File: src/rtl/booth_pkg.sv
// Shared definitions for the radix-2 Booth sequential multiplier.
package booth_pkg;

    localparam int unsigned W_DEFAULT = 8;

    typedef enum logic [1:0] {
        IDLE = 2'd0,
        CALC = 2'd1,
        DONE = 2'd2
    } state_t;

endpackage

File: src/rtl/booth_step.sv
// One Booth iteration: conditional add/subtract of x, then arithmetic shift of {A,Q,q_1}.
module booth_step #(
    parameter int unsigned W = 8
) (
    input  logic [W:0]   a,
    input  logic [W-1:0] q,
    input  logic         q_1,
    input  logic [W-1:0] x,
    output logic [W:0]   a_c,
    output logic [W-1:0] q_c,
    output logic         q1_c
);

    logic [W:0] x_ext;
    logic [W:0] a_sum;

    assign x_ext = {x[W-1], x};

    always_comb begin
        a_sum = a;
        case ({q[0], q_1})
            2'b01:   a_sum = a + x_ext;
            2'b10:   a_sum = a - x_ext;
            default: a_sum = a;
        endcase
    end

    assign a_c  = {a_sum[W], a_sum[W:1]};
    assign q_c  = {a_sum[0], q[W-1:1]};
    assign q1_c = q[0];

endmodule

File: src/rtl/booth_mult_seq.sv
// Sequential signed multiplier: one Booth step per cycle over W cycles, result held until next done.
module booth_mult_seq
    import booth_pkg::*;
#(
    parameter int unsigned W = W_DEFAULT
) (
    input  logic           clk,
    input  logic           rst_n,
    input  logic           start,
    input  logic [W-1:0]   x,
    input  logic [W-1:0]   y,
    output logic           busy,
    output logic           done,
    output logic [2*W-1:0] ans
);

    localparam int unsigned CW = $clog2(W + 1);

    state_t        state;
    state_t        state_nxt;
    logic [W:0]    a_r;
    logic [W-1:0]  q_r;
    logic          q1_r;
    logic [W-1:0]  x_r;
    logic [CW-1:0] cnt;

    logic [W:0]    a_c;
    logic [W-1:0]  q_c;
    logic          q1_c;

    logic          last;
    logic          load;
    logic          ans_en;
    logic          busy_d;
    logic          done_d;

    booth_step #(.W(W)) u_step (
        .a    (a_r),
        .q    (q_r),
        .q_1  (q1_r),
        .x    (x_r),
        .a_c  (a_c),
        .q_c  (q_c),
        .q1_c (q1_c)
    );

    assign last = (cnt == CW'(W - 1));

    // State register
    always_ff @(posedge clk or negedge rst_n) begin
        if (!rst_n) begin
            state <= IDLE;
        end else begin
            state <= state_nxt;
        end
    end

    // Next-state logic
    always_comb begin
        state_nxt = state;
        case (state)
            IDLE:    if (start) state_nxt = CALC;
            CALC:    if (last) state_nxt = DONE;
            DONE:    state_nxt = IDLE;
            default: state_nxt = IDLE;
        endcase
    end

    // Control decode; busy/done are registered from the state being entered
    always_comb begin
        load   = 1'b0;
        ans_en = 1'b0;
        busy_d = 1'b0;
        done_d = 1'b0;
        if (state == IDLE && start) load = 1'b1;
        if (state == CALC && last) ans_en = 1'b1;
        if (state_nxt == CALC) busy_d = 1'b1;
        if (state_nxt == DONE) done_d = 1'b1;
    end

    // Datapath and registered outputs
    always_ff @(posedge clk or negedge rst_n) begin
        if (!rst_n) begin
            a_r  <= '0;
            q_r  <= '0;
            q1_r <= 1'b0;
            x_r  <= '0;
            cnt  <= '0;
            busy <= 1'b0;
            done <= 1'b0;
            ans  <= '0;
        end else begin
            busy <= busy_d;
            done <= done_d;
            if (load) begin
                a_r  <= '0;
                q_r  <= y;
                q1_r <= 1'b0;
                x_r  <= x;
                cnt  <= '0;
            end else if (state == CALC) begin
                a_r  <= a_c;
                q_r  <= q_c;
                q1_r <= q1_c;
                cnt  <= cnt + CW'(1);
            end
            if (ans_en) ans <= {a_c[W-1:0], q_c};
        end
    end

endmodule

File: config.mk
export PLATFORM = sky130hd
export DESIGN_NAME = booth_mult_seq
export DESIGN_NICKNAME = d
export VERILOG_FILES = /design/src/rtl/booth_pkg.sv /design/src/rtl/booth_step.sv /design/src/rtl/booth_mult_seq.sv
export SDC_FILE = /design/constraint.sdc
export NUM_CORES = 1
export LEC_CHECK = 0
export CORE_ASPECT_RATIO = 1.25
export CORE_MARGIN = 10
export CORE_UTILIZATION = 54
export CTS_BUF_LIST = sky130_fd_sc_hd__clkbuf_8 sky130_fd_sc_hd__clkbuf_16
export CTS_CLUSTER_SIZE = 12
export DETAILED_ROUTE_END_ITERATION = 16
export GPL_ROUTABILITY_DRIVEN = 1
export PLACE_DENSITY = 0.88
export RECOVER_POWER = 100
export SYNTH_ARGS = -nofsm -noshare
export SYNTH_HDL_FRONTEND = slang
export SYNTH_SLANG_ARGS = --single-unit
File: constraint.sdc
create_clock -name clk -period 3.6 [get_ports clk]
set_input_delay 0.9 -clock clk [delete_from_list [all_inputs] [get_ports clk]]
set_output_delay 0.9 -clock clk [all_outputs]
set_load 0.1 [all_outputs]
==> results.md <==
- The region available for standard cell placement spans 4460 um2.
- From bottom edge to top edge, the die measures 96.4 um.
- The number of DRC markers in iteration 0 is 122.
- The number of top-level pins is 37.
- CTS built an H-tree with a depth of 2.
- In this run the tool buffered the top-level ports with 36 buffer cells.
- The final total negative setup slack is 0 ns.
- By area the synthesized netlist is led by dfrtp_1 49%, nand2_1 10%, ha_1 5.5%.
- The post-CTS setup buffer count is 0.
- The wire length per cell is 15.5 um.
- The cell chosen for the clock root is clkbuf_8.
- The total DRC errors in the routed layout is 0.
- The xor and xnor fraction of the mapped netlist area is 3.13%.
- The worst pin sits at a relative slew slack of 20.6%.
- The number of cells upsized or downsized after cts is 0.
- The initial core utilization is 56.6%.
- The top cell type by area accounts for 48.6% of the synthesized area.
- The total wire length is 5.68 mm.
- The count of antenna-violating nets left after detailed routing is 0.
- The total global-route track usage is 14.7%.
- The number of antenna diodes is 0.
- In this run the core area contains 27 standard-cell rows.
- TritonCTS built the clock tree.
- The achievable frequency is 0.328 GHz.
- The synthesized design contains 0 enable-type register cells.
- The post-synth net total is 308.
- The aggregate global routing overflow is 0.
- The worst setup path is launched from a flip-flop.
- The synthesized instance count is 277.
- In the routed layout, each cell is associated on average with a via count of 5.51.
- The maximum buffer depth of the clock tree is 2.
- The number of distinct library cells after synthesis is 43.
- The CTS buffer count is 5.
- The average cell area after synthesis is 9.11 um2.
- The combined flip-flop and latch cell area is 1230 um2.
- The floorplan step set the die width to 81.1 um.
- The multi-input combinational cells in the finished layout cover a total of 1170 um2.
- The fraction of layout cells with a size suffix above 1 is 3.88%.
- By area, the combinational part of the netlist is dominated by simple AND/OR/NAND/NOR gates.
- The cell with the most instances after synthesis is nand2_1.
- The fraction of the cycle the final worst path needs is 84.6%.
- The weighted congestion reported at the end of routability-driven placement is 0.831.
- The critical path is of the reg -> reg type.
- The area growth from synthesis to layout is 13.9%.
- The worst path needs 3.05 ns of the cycle, external delays included.
- The synthesized netlist devotes 15.1% of its cell area to compound gates.
- The flow ran to the end, and the final reports show no timing, DRC or antenna violations.
- In the synthesized netlist, the cells that appear most often are 68 x nand2_1, 49 x dfrtp_1, 17 x nor2_1.
- The final max-slew violation count is 0.
- Data on the critical path arrives at its endpoint at 3.29 ns.
- The number of nets at the end of the flow is 339.
- The reported max-cap violation count is 0.
- The required time of the worst setup path is 3.84 ns.
- Setup violations remaining at the end of the flow were counted as 0.
- Setup repair after global routing left no endpoint under its margin.
- The number of hold-repair buffers added at the cts stage is 0.
- The maximum fanout along the worst path is 9.
- The element type at the critical path end is a flip-flop.
- The final route contains 2,021 vias.
- The transition time at the pin with the least slew margin is 1.20 ns.
- The overall die area is 7820 um2.
- The number of warnings printed during yosys synthesis is 0.
- The proportion of synthesized flip-flops having asynchronous set or reset is 100%.
- Clock tree synthesis found a total of 49 sinks.
- The wire length of the first global-routing pass is 9.16 mm.
- Clock-pin slew was measured on the worst setup and hold paths at 0.09 ns.
- In the synthesized netlist, mux cells make up 1.59% of the area.
- The largest net degree at the start of global routing is 50.
- The initial antenna violation count is 0.
- The synthesized design contains 49 register bits.
- The mapped netlist covers 2520 um2.
- Cells fill 64.5% of the core in the end.
- The total count of hold-check failures in the final report is 0.
- The worst hold path belongs to the class reg -> reg.
- For the worst-skew pair, the clock arrives at the later sink with an insertion delay of 0.31 ns.
- Clock skew on the completed layout was measured at 0.00719 ns.
- The number of iterations in the first detailed-routing pass is 4.
- The area fraction in and, or, nand and nor cells after synthesis is 20.8%.
- Summed over all nets, the half-perimeter wirelength after detailed placement is 4.15 mm.
- The biggest area contributor in the post-synthesis netlist is dfrtp_1.
- Sequential cells were found to cover 48.6% of the synthesized design area.
- The number of inserted filler cells in the final layout is 400.
- The dominant synthesized flop cell is dfrtp_1.
- Of the total synthesized cell area, the portion taken by full adders, half adders and majority gates is 6.25%.
- The via count of the first global-routing pass is 1,958.
[cells in the final DEF, fill, tap and decap left out, drive strengths merged, types with 7 or more instances in the layout]
master / netlist / final
inv: 10 / 11
nand3: 9 / 9
o21ai: 22 / 22
a21oi: 13 / 13
nor3: 7 / 7
ha: 11 / 11
xnor2: 8 / 8
a22oi: 7 / 7
nand2: 68 / 68
clkdlybuf4s50: 0 / 16
clkbuf: 10 / 24
dfrtp: 49 / 49
nor2: 17 / 17
[cell families after synthesis]
| family | count (synthesis) |
|---|---|
| compound gates | 60 |
| xor+xnor | 9 |
| fa+ha+maj | 12 |
| buf+inv | 24 |
| flops | 49 |
| mux | 4 |
| simple gates | 119 |
[layout make-up]
class                      instances  area share, %
inverter                          10           1.31
tap                               58           2.53
multi-input combinational        204           40.7
clock buffer                       5           2.39
clock inverter                     3           1.52
timing repair buffer              38           8.84
sequential                        49           42.7
[per-stage QoR]
step,std cells,worst slack (ns),area [um2],hold WS [ns]
final,367,0.554,2870,0.483
after global routing,367,0.355,2870,0.508
after CTS,367,0.765,2960,0.488
after detailed placement,359,0.804,2840,0.465
after global placement,359,0.962,2840,0.461
after floorplan,277,1.09,2520,0.458
[sequential cells by signal, indices dropped and copies added (netlist names)]
signal	flops
done	1
state	2
a_r	8
q_r	8
cnt	4
busy	1
ans	16
x_r	8
q1_r	1
[worst max-delay path, cell delays in order (launching register included)]
cell and delay [ns]:
dfrtp_1 0.37, inv_1 0.08, ha_1 0.36, mux2i_1 0.20, fa_1 0.49, a211oi_1 0.33, nor2_1 0.12, a221oi_1 0.33
xor2_1 0.18, or4_1 0.43, nand3_1 0.09
[metal layers]
layer | vias to the layer above | wire length [um] | track usage (%)
met5 | - | 0 | 0
met4 | 0 | 63 | 3.61
met3 | 6 | 179 | 3.60
met2 | 29 | 3100 | 27.1
met1 | 971 | 2340 | 16.7
li1 | 1015 | - | -
[worst paths after layout]
path | slack (ns) | start | end | cells after the start
worst max-delay path | 0.55 | q1_r | a_r[7] | 10
worst min-delay path | 0.48 | ans[10] | ans[10] | 2
worst max register to register | 0.55 | q1_r | a_r[7] | 10
worst min register to register | 0.48 | ans[10] | ans[10] | 2
max in group asynchronous | 2.13 | rst_n | a_r[1] | 1
min in group asynchronous | 0.79 | rst_n | x_r[5] | 1
Power is left out: the tool's default activity adds up to more than one toggle a clock period on the data nets, which glitch-free logic cannot reach.
